$ cat config.mk
export PLATFORM = sky130hd
export DESIGN_NAME = sd_clk_gen
export DESIGN_NICKNAME = d
export VERILOG_FILES = /design/src/rtl/sd_clk_gen.sv
export SDC_FILE = /design/constraint.sdc
export NUM_CORES = 1
export LEC_CHECK = 0
export ABC_CLOCK_PERIOD_IN_PS = 3450
export BUFFER_PORTS_ARGS = -buffer_cell sky130_fd_sc_hd__buf_2
export CAP_MARGIN = 20
export CORE_MARGIN = 4
export CORE_UTILIZATION = 50
export CTS_BUF_LIST = sky130_fd_sc_hd__clkbuf_16
export CTS_CLUSTER_DIAMETER = 80
export DETAILED_ROUTE_END_ITERATION = 8
export PLACE_DENSITY = 0.7
export SLEW_MARGIN = 10
export SYNTH_ARGS = -nofsm -noshare
export SYNTH_HDL_FRONTEND = slang
export SYNTH_SLANG_ARGS = --single-unit
$ cat constraint.sdc
create_clock -name pll0_250MHz -period 3.45 [get_ports pll0_250MHz]
set_input_delay 0.69 -clock pll0_250MHz [delete_from_list [all_inputs] [get_ports pll0_250MHz]]
set_output_delay 0.69 -clock pll0_250MHz [all_outputs]
set_load 0.02 [all_outputs]
$ cat src/rtl/sd_clk_gen.sv
// sd_clk_gen: glitch-free programmable SD card clock generator.
// Divides pll0_250MHz by a per-speed half-period divisor and drives
// SDLocalClk from a register. Speed changes take effect only at a rising
// edge, and stop requests only after the current high phase has finished,
// so the card never sees a runt pulse.
// Optional feature macro: SDCLK_STROBE_EN adds the SDClkRise/SDClkFall
// one-cycle edge strobes used as launch/sample enables.
module sd_clk_gen #(
    parameter int NUM_SPEEDS = 4,
    parameter int SEL_W      = 2,
    parameter int DIV_W      = 10,
    parameter int DIV0       = 313,
    parameter int DIV1       = 13,
    parameter int DIV2       = 5,
    parameter int DIV3       = 3
) (
    input  logic             pll0_250MHz,
    input  logic             n_reset,
    input  logic [SEL_W-1:0] SDClkSelect,
    input  logic             SDClkEnable,
    output logic             SDLocalClk,
    output logic [SEL_W-1:0] SDClkActiveSel,
    output logic             SDClkBusy,
    output logic             SDClkRun
`ifdef SDCLK_STROBE_EN
    ,
    output logic             SDClkRise,
    output logic             SDClkFall
`endif
);

    localparam int TABLE_SIZE = 1 << SEL_W;

    typedef enum logic [1:0] {
        STOPPED  = 2'd0,
        RUN      = 2'd1,
        STOPPING = 2'd2
    } sdClkState_t;

    // Divisor table covers every encodable select value so lookups never
    // index out of range; entries past NUM_SPEEDS are never selected because
    // out-of-range requests are ignored. A zero divisor is promoted to 1.
    logic [DIV_W-1:0] divTable [TABLE_SIZE];

    genvar gi;
    generate
        for (gi = 0; gi < TABLE_SIZE; gi++) begin : gDivTable
            localparam int RAW = (gi >= NUM_SPEEDS) ? DIV0 :
                                 (gi == 0) ? DIV0 :
                                 (gi == 1) ? DIV1 :
                                 (gi == 2) ? DIV2 : DIV3;
            assign divTable[gi] = (RAW == 0) ? DIV_W'(1) : DIV_W'(RAW);
        end
    endgenerate

    sdClkState_t      stateReg, stateNext;
    logic [DIV_W-1:0] cntReg, cntNext;
    logic             clkReg, clkNext;
    logic [SEL_W-1:0] activeSelReg, selNext;
    logic             busyReg, busyNext;
    logic             runReg;
    logic             selValid;
    logic             changeReq;
    logic             atRise;
    logic [DIV_W-1:0] reloadVal;
`ifdef SDCLK_STROBE_EN
    logic             riseReg, riseNext;
    logic             fallReg, fallNext;
`endif

    assign selValid = 32'(SDClkSelect) < NUM_SPEEDS;

    // Next-state, counter, clock level and speed-change arbitration.
    always_comb begin
        stateNext = stateReg;
        cntNext   = cntReg;
        clkNext   = clkReg;
        selNext   = activeSelReg;
        busyNext  = busyReg;
`ifdef SDCLK_STROBE_EN
        riseNext  = 1'b0;
        fallNext  = 1'b0;
`endif
        changeReq = selValid && (SDClkSelect != activeSelReg);
        // The only safe switch point while running: the low phase expires.
        atRise    = (stateReg == RUN) && SDClkEnable && !clkReg && (cntReg == '0);

        // Busy is raised one cycle after a request is seen; the switch is made
        // at the next safe point, or dropped if the request is withdrawn.
        if (!changeReq) begin
            busyNext = 1'b0;
        end else if (busyReg && ((stateReg == STOPPED) || atRise)) begin
            selNext  = SDClkSelect;
            busyNext = 1'b0;
        end else begin
            busyNext = 1'b1;
        end

        // Reload uses the speed in effect after this cycle, so a switch at a
        // rising edge gives the new divisor to the following high phase.
        reloadVal = divTable[selNext] - DIV_W'(1);

        case (stateReg)
            STOPPED: begin
                clkNext = 1'b0;
                cntNext = '0;
                if (SDClkEnable) begin
                    stateNext = RUN;
                    cntNext   = reloadVal;
                end
            end
            RUN: begin
                if (SDClkEnable) begin
                    if (cntReg == '0) begin
                        clkNext = !clkReg;
                        cntNext = reloadVal;
`ifdef SDCLK_STROBE_EN
                        riseNext = !clkReg;
                        fallNext = clkReg;
`endif
                    end else begin
                        cntNext = cntReg - DIV_W'(1);
                    end
                end else if (clkReg) begin
                    // Let the high phase run to completion before parking.
                    if (cntReg == '0) begin
                        clkNext   = 1'b0;
                        cntNext   = '0;
                        stateNext = STOPPED;
`ifdef SDCLK_STROBE_EN
                        fallNext  = 1'b1;
`endif
                    end else begin
                        cntNext   = cntReg - DIV_W'(1);
                        stateNext = STOPPING;
                    end
                end else begin
                    // Already low: park immediately, no truncated pulse possible.
                    stateNext = STOPPED;
                    cntNext   = '0;
                end
            end
            STOPPING: begin
                if (cntReg == '0) begin
                    clkNext   = 1'b0;
                    cntNext   = '0;
                    stateNext = STOPPED;
`ifdef SDCLK_STROBE_EN
                    fallNext  = 1'b1;
`endif
                end else begin
                    cntNext = cntReg - DIV_W'(1);
                end
            end
            default: begin
                stateNext = STOPPED;
                clkNext   = 1'b0;
                cntNext   = '0;
            end
        endcase
    end

    // State, counter and all output registers.
    always_ff @(posedge pll0_250MHz or negedge n_reset) begin
        if (!n_reset) begin
            stateReg     <= STOPPED;
            cntReg       <= '0;
            clkReg       <= 1'b0;
            activeSelReg <= '0;
            busyReg      <= 1'b0;
            runReg       <= 1'b0;
        end else begin
            stateReg     <= stateNext;
            cntReg       <= cntNext;
            clkReg       <= clkNext;
            activeSelReg <= selNext;
            busyReg      <= busyNext;
            runReg       <= (stateNext == RUN);
        end
    end

`ifdef SDCLK_STROBE_EN
    // Edge strobes, registered alongside the clock level they announce.
    always_ff @(posedge pll0_250MHz or negedge n_reset) begin
        if (!n_reset) begin
            riseReg <= 1'b0;
            fallReg <= 1'b0;
        end else begin
            riseReg <= riseNext;
            fallReg <= fallNext;
        end
    end

    assign SDClkRise = riseReg;
    assign SDClkFall = fallReg;
`endif

    assign SDLocalClk     = clkReg;
    assign SDClkActiveSel = activeSelReg;
    assign SDClkBusy      = busyReg;
    assign SDClkRun       = runReg;

endmodule

==> flow_summary.ini, run 1 <==
[clocking]
post_cts_resized = 0
cts_sinks = 17
cts_tree = built
ctsLongestPathBuffers = 2
clk_pin_slew_ns = 0.05
postCtsSetupBuffers = 0
hold_buffers = 0
cts_buffers = 3
clkLatencyLatePin_ns = 0.24
cts_max_level = 1
clock-root-buffer = clkbuf_16

[worst_setup_path]
arrival_ns = 2.65
cp_cell_sequence = inv_1, ha_1, nor2b_1, nand4b_4, o31ai_4, mux2_4, inv_1, ha_1, nand2_1, o21a_1, o21ai_0
critPathCaptureType = register
critPathMaxStageDelay_ns = 0.40
reg2reg_from = cntReg[0]
crit_type = reg2reg
r2r_cells = 11
worst_setup_path_start_kind = register
crit_fanout = 7
cp.required_ns = 3.61
reg2reg_to = cntReg[8]
r2r_slack_ns = 0.95
crit_slowest_cell = dfrtp_1

[timing]
slew_headroom = 0.7325
finalSetupViolCount = 0
hold_viol = 0
report.final.slew_viol_count = 0
setup_ws_ns = 0.9502
worstMarginPinSlew_ns = 0.4011
skew_ns = 0.0002251
setup_tns_ns = 0
grt_setup_unrepaired = false
fin_crit_ns = 2.500
fmaxAchievable_mhz = 400.0
fin_crit_sh = 0.7246

[logic_synthesis]
synth_area_um2 = 930.9
synth_seq_cells = 17
async_flop_share = 1.000
syn_inst = 88
yosysUniqueCellTypes = 28
synth-edff-count = 0
synth_area_per_cell_um2 = 10.58
ys_seq_area_frac = 0.4570
synthFlopType = dfrtp_1
yosys_warnings = 0
syn-num-nets = 97

[die]
die_w_um = 51.15
start_util = 0.5333
die_y_um = 51.15
fp.coreArea_mm2 = 0.001745
io_pins = 10
placementRows = 15
die_area_mm2 = 0.002616

[grt]
overflow = 0
antenna_found_initial = 0
gr-usage-all-layers = 0.1642
grt_max_degree = 18
grt_pass1_vias = 710
grt_pass1_wl_um = 3132

[layout]
antennaDiodeCount = 0
final_cell_mix = 17 x dfrtp_1, 11 x nand2_1, 9 x nor2_1, 9 x buf_2
final_common_cell = dfrtp_1
final_nets = 111
drive_above_1_share = 0.1881
syn_to_final_growth_pct = 16.67

[drt]
drt-total-wl_um = 1685
detail_route.first_pass.iterations = 4
postRouteAntennaNets = 0
drc = 0
vias = 681
vias_per_cell = 5.405
detail_route.wl_per_cell_um = 13.37
drtIter0Drc = 11

[place]
hpwlAfterDp_um = 1273
io_buffers = 9
gp_congestion = 0.8022
dpl_worst_slack_ns = 0.9747

[pwr]
p_per_area_mw_per_mm2 = 1051
power.total_mw = 1.142
ir_drop_mv = 0.6476
p_leak_nw = 0.5077

[run_status]
status = finished clean

[worst_hold_path]
holdCritPathClass = in2async

[job]
maxCapViolations = 0
[power by group]
part           switching, mW  internal, mW  total, mW
registers             0.0746         0.274      0.349
logic                  0.316         0.251      0.567
clock network         0.0718         0.154      0.226
total                  0.463         0.679       1.14
[metrics by stage]
step / cells / hold WS, ns / utilization / area, um^2
2_1_floorplan: 88 / 0.3944 / - / 930.9
3_3_place_gp: 122 / 0.4712 / 0.5771 / 1007
3_5_place_dp: 122 / 0.4729 / 0.5771 / 1007
4_1_cts: 126 / 0.3666 / 0.6222 / 1086
5_1_grt: 126 / 0.3839 / 0.6222 / 1086
6_report: 126 / 0.3583 / 0.6222 / 1086
[worst max-delay path by stage]
| stage | from | end | slack [ns] | cells past startpoint |
|---|---|---|---|---|
| CTS | cntReg[0] | cntReg[5] | 0.94 | 11 |
| floorplan | cntReg[0] | cntReg[5] | 1.16 | 11 |
| finish | cntReg[0] | cntReg[8] | 0.95 | 11 |
| global placement | cntReg[0] | cntReg[8] | 0.99 | 11 |
| detailed placement | cntReg[0] | cntReg[5] | 0.97 | 11 |
| global route | cntReg[0] | cntReg[8] | 0.73 | 11 |
[metal layers]
metal / wire, um / global-route usage / vias to the layer above
li1: - / - / 329
met2: 811 / 0.2811 / 12
met1: 777 / 0.1907 / 338
met5: 0 / 0 / -
met4: 8 / 0.04036 / 0
met3: 87 / 0.06414 / 2
[state kept, by name (all words and copies together) (netlist names)]
| register | flops |
|---|---|
| SDClkRun | 1 |
| cntReg | 10 |
| SDClkActiveSel | 2 |
| SDClkBusy | 1 |
| SDLocalClk | 1 |
| stateReg | 2 |
[cell families (layout without fill, tap and decap cells)]
family                     after synthesis  after routing  synth area share
and+or+nand+nor                         32             32            0.1962
adders and majority gates                4              4           0.05377
AOI/OAI and AO/OA                       16             16            0.1344
buffers and inverters                    6             19           0.02419
xor gates and xnor gates                 9              9           0.08468
muxes                                    4              4           0.04973
DFF                                     17             17            0.4570
[Yosys cell counts (all sizes together), types with 4 or more instances]
library cell  instances  area [um^2]
nor2b                 5        31.28
nor2                  9        33.78
ha                    4        50.05
nand2                11        41.29
dfrtp                17        425.4
xnor2                 7        61.31
inv                   6        22.52
o21ai                 6        37.54
[critical path, delay by kind of cell (launching register included)]
family	cells	cell delay, ns
compound gates	3	0.71
fa+ha+maj	2	0.27
buf+inv	2	0.15
mux	1	0.36
simple gates	3	0.51
flops	1	0.40
[layout make-up]
cell class | count | area, um^2
fill | 142 | 659.4
sequential | 17 | 425.4
multi-input combinational | 65 | 483.0
clock buffer | 3 | 75.07
clock inverter | 1 | 3.754
tap | 25 | 31.28
timing repair buffer | 9 | 45.04
inverter | 6 | 22.52
Note: power is estimated with default switching activity, not from simulation.
==> run 2, diff against run 1 <==
--- a/config.mk
+++ b/config.mk
@@ -5,7 +5,8 @@
 export SDC_FILE = /design/constraint.sdc
 export NUM_CORES = 1
 export LEC_CHECK = 0
-export ABC_CLOCK_PERIOD_IN_PS = 3450
+export ABC_AREA = 1
+export ABC_CLOCK_PERIOD_IN_PS = 2200
 export BUFFER_PORTS_ARGS = -buffer_cell sky130_fd_sc_hd__buf_2
 export CAP_MARGIN = 20
 export CORE_MARGIN = 4
@@ -13,7 +14,7 @@
 export CTS_BUF_LIST = sky130_fd_sc_hd__clkbuf_16
 export CTS_CLUSTER_DIAMETER = 80
 export DETAILED_ROUTE_END_ITERATION = 8
-export PLACE_DENSITY = 0.7
+export PLACE_DENSITY = 0.72
 export SLEW_MARGIN = 10
 export SYNTH_ARGS = -nofsm -noshare
 export SYNTH_HDL_FRONTEND = slang
==> constraint.sdc (replaced) <==
create_clock -name pll0_250MHz -period 2.2 [get_ports pll0_250MHz]
set_input_delay 0.44 -clock pll0_250MHz [delete_from_list [all_inputs] [get_ports pll0_250MHz]]
set_output_delay 0.44 -clock pll0_250MHz [all_outputs]
set_load 0.02 [all_outputs]
==> run 2 against run 1 <==
Combinational power grew 90%; clock-buffer cell count unchanged; non-clock buffer count is 3 higher; critical endpoint is now cntReg[5].
==> flow_summary.ini, run 2 <==
[place]
dpl_cell_area_mm2 = 0.001081
gp_congestion = 0.8180
hpwlAfterDp_um = 1433
io_buffers = 9

[layout]
fill_cells = 157
multi_input_area_um2 = 501.7
largest_register_ffs = 10
drive_above_1_share = 0.2941
final_cell_mix = 19 x nand2_1, 17 x dfrtp_1, 12 x inv_1, 12 x nor2_1, 11 x nand3_1
final_nets = 146
final_common_cell = nand2_1
syn_to_final_growth_pct = 18.44
regArea_um2 = 425.4
fin_area_mm2 = 0.001181
antennaDiodeCount = 0
top_register = cntReg

[logic_synthesis]
synth_seq_cells = 17
yosys_warnings = 0
async_flop_share = 1.000
synthFlopType = dfrtp_1
synth_area_per_cell_um2 = 8.310
ys_seq_area_frac = 0.4266
yosys-top-cells-count = 20 x nand2_1, 17 x dfrtp_1, 13 x inv_1, 12 x nor2_1, 11 x nand3_1
synth_area_um2 = 997.2
syn_inst = 120
yosysUniqueCellTypes = 24
ys_top_cells_by_area = dfrtp_1 43%, nand2_1 7.5%, nand3_1 5.5%
synth_top_area_share = 0.4266
syn-num-nets = 129
synth_top_cell_by_area = dfrtp_1
yosys.cell_count.top_type = nand2_1
synth-edff-count = 0

[timing]
hold_viol = 0
fin_crit_ns = 2.049
slew_headroom = 0.7398
skew_ns = 0.0007415
fin_crit_sh = 0.9312
fmaxAchievable_mhz = 488.1
setup_tns_ns = 0
report.final.slew_viol_count = 0
finalSetupViolCount = 0
worstMarginPinSlew_ns = 0.3903
grt_setup_unrepaired = false

[worst_setup_path]
crit_slowest_cell = dfrtp_1
crit_end = cntReg[5]
reg2reg_from = cntReg[0]
critPathMaxStageDelay_ns = 0.41
worst_setup_path_start_kind = register
crit_fanout = 4
cp_cell_sequence = inv_2, ha_1, nand3_1, nor2_2, nand3_1, nand2_2, nand2_2, nand2_1, o21ai_2, ha_2, or2_4, nor2_4, o21ai_2
crit_type = reg2reg
critPathCaptureType = register
reg2reg_to = cntReg[5]
arrival_ns = 2.19
crit_path_start = cntReg[0]
r2r_slack_ns = 0.15
cp.required_ns = 2.34
r2r_cells = 13

[grt]
overflow = 0
grt_pass1_wl_um = 3429
grt_pass1_vias = 789
antenna_found_initial = 0
gr-usage-all-layers = 0.1731
grt_max_degree = 18

[run_status]
status = finished clean

[die]
die_y_um = 52.66
fp.coreArea_mm2 = 0.001802
start_util = 0.5535
placementRows = 15
die_w_um = 52.66
io_pins = 10
die_area_mm2 = 0.002773

[clocking]
cts_sinks = 17
clk_pin_slew_ns = 0.05
clkLatencyLatePin_ns = 0.25
cts_max_level = 1
cts_buffers = 3
hold_buffers = 0
clock-root-buffer = clkbuf_16
ctsLongestPathBuffers = 2
cts_tree = built

[worst_hold_path]
holdCritPathClass = in2async

[drt]
detail_route.wl_per_cell_um = 12.06
vias_per_cell = 5.081
detail_route.first_pass.iterations = 4
drc = 0
drt-total-wl_um = 1942
drtIter0Drc = 12
postRouteAntennaNets = 0
vias = 818

[job]
maxCapViolations = 0

[pwr]
ir_drop_mv = 0.9289
p_leak_nw = 0.6134
p_per_area_mw_per_mm2 = 1667
==> run 2: cell count changes after synthesis, sizes merged, moves of 3 or more <==
| cell | delta |
|---|---|
| inv | +14 |
| nand2 | +13 |
| nand3 | +11 |
| nor2 | +7 |
| nor2b | -5 |
| nor3 | +3 |
| xnor2 | -3 |
==> run 2: metrics by stage <==
stage	setup slack [ns]	power (mW)	util	instances	hold WS, ns
after floorplan	0.2325	1.314	-	120	0.1444
after global placement	0.1642	1.519	0.6000	155	0.3769
after detailed placement	0.07980	1.546	0.6000	155	0.3876
after CTS	0.07371	1.934	0.6444	159	0.1225
after global routing	0.008077	2.124	0.6556	161	0.1347
final	0.1514	1.968	0.6556	161	0.1089
==> run 2: worst max-delay path: cells and delay by family (launching register included) <==
| family | cells | cell delay (ns) |
|---|---|---|
| AOI/OAI and AO/OA | 2 | 0.14 |
| adders and majority gates | 2 | 0.36 |
| buffers and inverters | 1 | 0.10 |
| DFF | 1 | 0.41 |
| and+or+nand+nor | 8 | 0.94 |
==> run 2: metal layers <==
metal	vias up	global-route usage	share of wire
met3	6	0.04843	0.038
met2	14	0.2934	0.50
met1	383	0.1936	0.44
li1	415	-	-
met5	-	0	0
met4	0	0.09362	0.023
==> run 2: layout make-up <==
cell class                 count  share of cell area
timing repair buffer          12             0.05720
clock inverter                 1            0.004237
inverter                      20             0.06356
multi-input combinational     83              0.4248
clock buffer                   3             0.06356
tap                           25             0.02648
sequential                    17              0.3602
==> run 2: kinds of logic (layout without fill, tap and decap cells) <==
logic type / Yosys count / in the layout / share of synthesized area
buf+inv: 20 / 36 / 0.07529
xor+xnor: 8 / 8 / 0.07026
fa+ha+maj: 4 / 4 / 0.05019
compound gates: 13 / 13 / 0.09161
simple gates: 58 / 58 / 0.2861
flops: 17 / 17 / 0.4266
==> run 2: where the power goes <==
part | total, mW | internal, mW | switching, mW
registers | 0.528 | 0.436 | 0.0920
logic | 1.08 | 0.414 | 0.663
clock network | 0.363 | 0.243 | 0.119
==> run 2: worst min-delay path by stage <==
stage                        endpoint  slack [ns]
CTS                         cntReg[9]        0.12
floorplan           SDClkActiveSel[0]        0.14
finish                      cntReg[6]        0.11
global placement            cntReg[6]        0.38
detailed placement          cntReg[6]        0.39
global route                cntReg[6]        0.13
==> run 2: repair_timing <==
action | 4_1_cts | 5_1_grt
buffers inserted | 0 | 2
resized for setup | 0 | 3
endpoints found under the setup margin | 0 | 3
==> run 3, diff against run 2 <==
--- a/config.mk
+++ b/config.mk
@@ -8,12 +8,13 @@
 export ABC_AREA = 1
 export ABC_CLOCK_PERIOD_IN_PS = 2200
 export BUFFER_PORTS_ARGS = -buffer_cell sky130_fd_sc_hd__buf_2
-export CAP_MARGIN = 20
+export CAP_MARGIN = 15
 export CORE_MARGIN = 4
 export CORE_UTILIZATION = 50
 export CTS_BUF_LIST = sky130_fd_sc_hd__clkbuf_16
 export CTS_CLUSTER_DIAMETER = 80
 export DETAILED_ROUTE_END_ITERATION = 8
+export MAX_ROUTING_LAYER = met4
 export PLACE_DENSITY = 0.72
 export SLEW_MARGIN = 10
 export SYNTH_ARGS = -nofsm -noshare
==> run 3 against run 2 <==
First-iteration DRC count unchanged; core utilization unchanged; critical path depth unchanged; sequential cell count unchanged; critical endpoint unchanged.
==> flow_summary.ini, run 3 (synthesis gave the netlist of run 2 again) <==
[grt]
grt_pass1_wl_um = 3429
antenna_found_initial = 0
gr-usage-all-layers = 0.1776
grt_pass1_vias = 790
grt_max_degree = 18
overflow = 0

[drt]
drc = 0
drt-total-wl_um = 1939
postRouteAntennaNets = 0
vias_per_cell = 5.093
detail_route.first_pass.iterations = 4
drtIter0Drc = 12
detail_route.wl_per_cell_um = 12.04
vias = 820

[die]
fp.coreArea_mm2 = 0.001802
start_util = 0.5535
die_w_um = 52.66
placementRows = 15
io_pins = 10
die_y_um = 52.66
die_area_mm2 = 0.002773

[worst_setup_path]
critPathMaxStageDelay_ns = 0.41
crit_fanout = 4
cp.required_ns = 2.34
r2r_slack_ns = 0.15
crit_slowest_cell = dfrtp_1
r2r_cells = 13
cp_cell_sequence = inv_2, ha_1, nand3_1, nor2_2, nand3_1, nand2_2, nand2_2, nand2_1, o21ai_2, ha_2, or2_4, nor2_4, o21ai_2
worstSetupPathDepth = 13
worst_setup_path_start_kind = register
cpLargestDelayFamily = simple AND/OR/NAND/NOR gates
crit_buf_inv = 1
arrival_ns = 2.19
crit_type = reg2reg
critPathCaptureType = register

[layout]
drive_above_1_share = 0.2941
syn_to_final_growth_pct = 18.44
antennaDiodeCount = 0
largest_register_ffs = 10
final_nets = 146
final_cell_mix = 19 x nand2_1, 17 x dfrtp_1, 12 x inv_1, 12 x nor2_1, 11 x nand3_1
final_core_util = 0.6556
final_common_cell = nand2_1
top_register = cntReg

[timing]
fin_crit_sh = 0.9316
report.final.slew_viol_count = 0
hold_slack_ns = 0.1090
skew_ns = 0.0007404
setup_tns_ns = 0
grt_setup_unrepaired = false
hold_viol = 0
finalSetupViolCount = 0
fin_crit_ns = 2.049
slew_headroom = 0.7397
fmaxAchievable_mhz = 487.9
worstMarginPinSlew_ns = 0.3904

[place]
hpwlAfterDp_um = 1433
gp_congestion = 0.8302
io_buffers = 9

[clocking]
clkLatencyLatePin_ns = 0.25
cts_buffers = 3
cts_max_level = 1
clock-root-buffer = clkbuf_16
cts_tree = built
ctsLongestPathBuffers = 2
clk_pin_slew_ns = 0.05
hold_buffers = 0
cts_sinks = 17

[pwr]
ir_drop_mv = 0.9287
p_leak_nw = 0.6134
p_seq_frac = 0.268
netSwitchingFraction = 0.4443
p_comb_frac = 0.547
p_per_area_mw_per_mm2 = 1666
intPower_mw = 1.094
p_sw_mw = 0.8745
clkPwrFrac = 0.184

[run_status]
status = finished clean

[worst_hold_path]
holdCritPathClass = in2async

[job]
maxCapViolations = 0
[run 3: cell counts in the layout (fill, tap and decap cells not counted)]
No cell type changed its count.
[run 3: per-stage QoR]
stage                     instance area (um^2)  setup WS (ns)  std cells  power (mW)
after global routing                      1181       0.008077        161       2.124
after detailed placement                  1081        0.07980        155       1.546
after global placement                    1081         0.1642        155       1.519
after floorplan                          997.2         0.2325        120       1.314
final                                     1181         0.1506        161       1.968
after CTS                                 1161        0.07371        159       1.934
[run 3: worst paths after layout]
| check | from | end |
|---|---|---|
| max | cntReg[0] | cntReg[5] |
| min | n_reset | cntReg[6] |
| max reg2reg | cntReg[0] | cntReg[5] |
| min reg2reg | stateReg[1] | SDClkRun |
| max in group asynchronous | n_reset | stateReg[0] |
| min in group pll0_250MHz | SDClkEnable | stateReg[1] |
[run 3: what timing repair did]
item	4_1_cts	5_1_grt
hold endpoints to repair	0	0
setup buffers	0	2
setup endpoints to repair	0	3
resized for setup	0	3
[run 3: routing by layer]
metal  vias to the layer above  GRT usage  wire length, um  part of all wire
li1                        415          -                -                 -
met1                       383     0.1936              849              0.44
met2                        16     0.2934              969              0.50
met3                         6    0.04843               76             0.039
met4                         0    0.09362               43             0.022
met5                         -          -                0                 0
[run 3: worst register-to-register path, stage by stage, from the launching register on]
cell     delay [ns]
dfrtp_1        0.41
inv_2          0.10
ha_1           0.15
nand3_1        0.09
nor2_2         0.15
nand3_1        0.09
nand2_2        0.10
nand2_2        0.08
nand2_1        0.08
o21ai_2        0.08
ha_2           0.21
or2_4          0.27
nor2_4         0.08
o21ai_2        0.06
[run 3: power groups by stage]
stage / logic [mW] / clock network (mW) / registers, mW
after global placement: 0.995 / 0 / 0.524
after floorplan: 0.747 / 0 / 0.567
after CTS: 1.04 / 0.368 / 0.526
final: 1.08 / 0.363 / 0.528
after detailed placement: 1.01 / 0 / 0.531
after global routing: 1.20 / 0.382 / 0.541
[run 3: cell type report]
type	count	area (um^2)
fillers	157	620.6
multi-input cells	83	501.7
flip-flops and latches	17	425.4
clock buffers	3	75.07
inverters	20	75.07
repair buffers	12	67.56
well taps	25	31.28
clock inverters	1	5.005
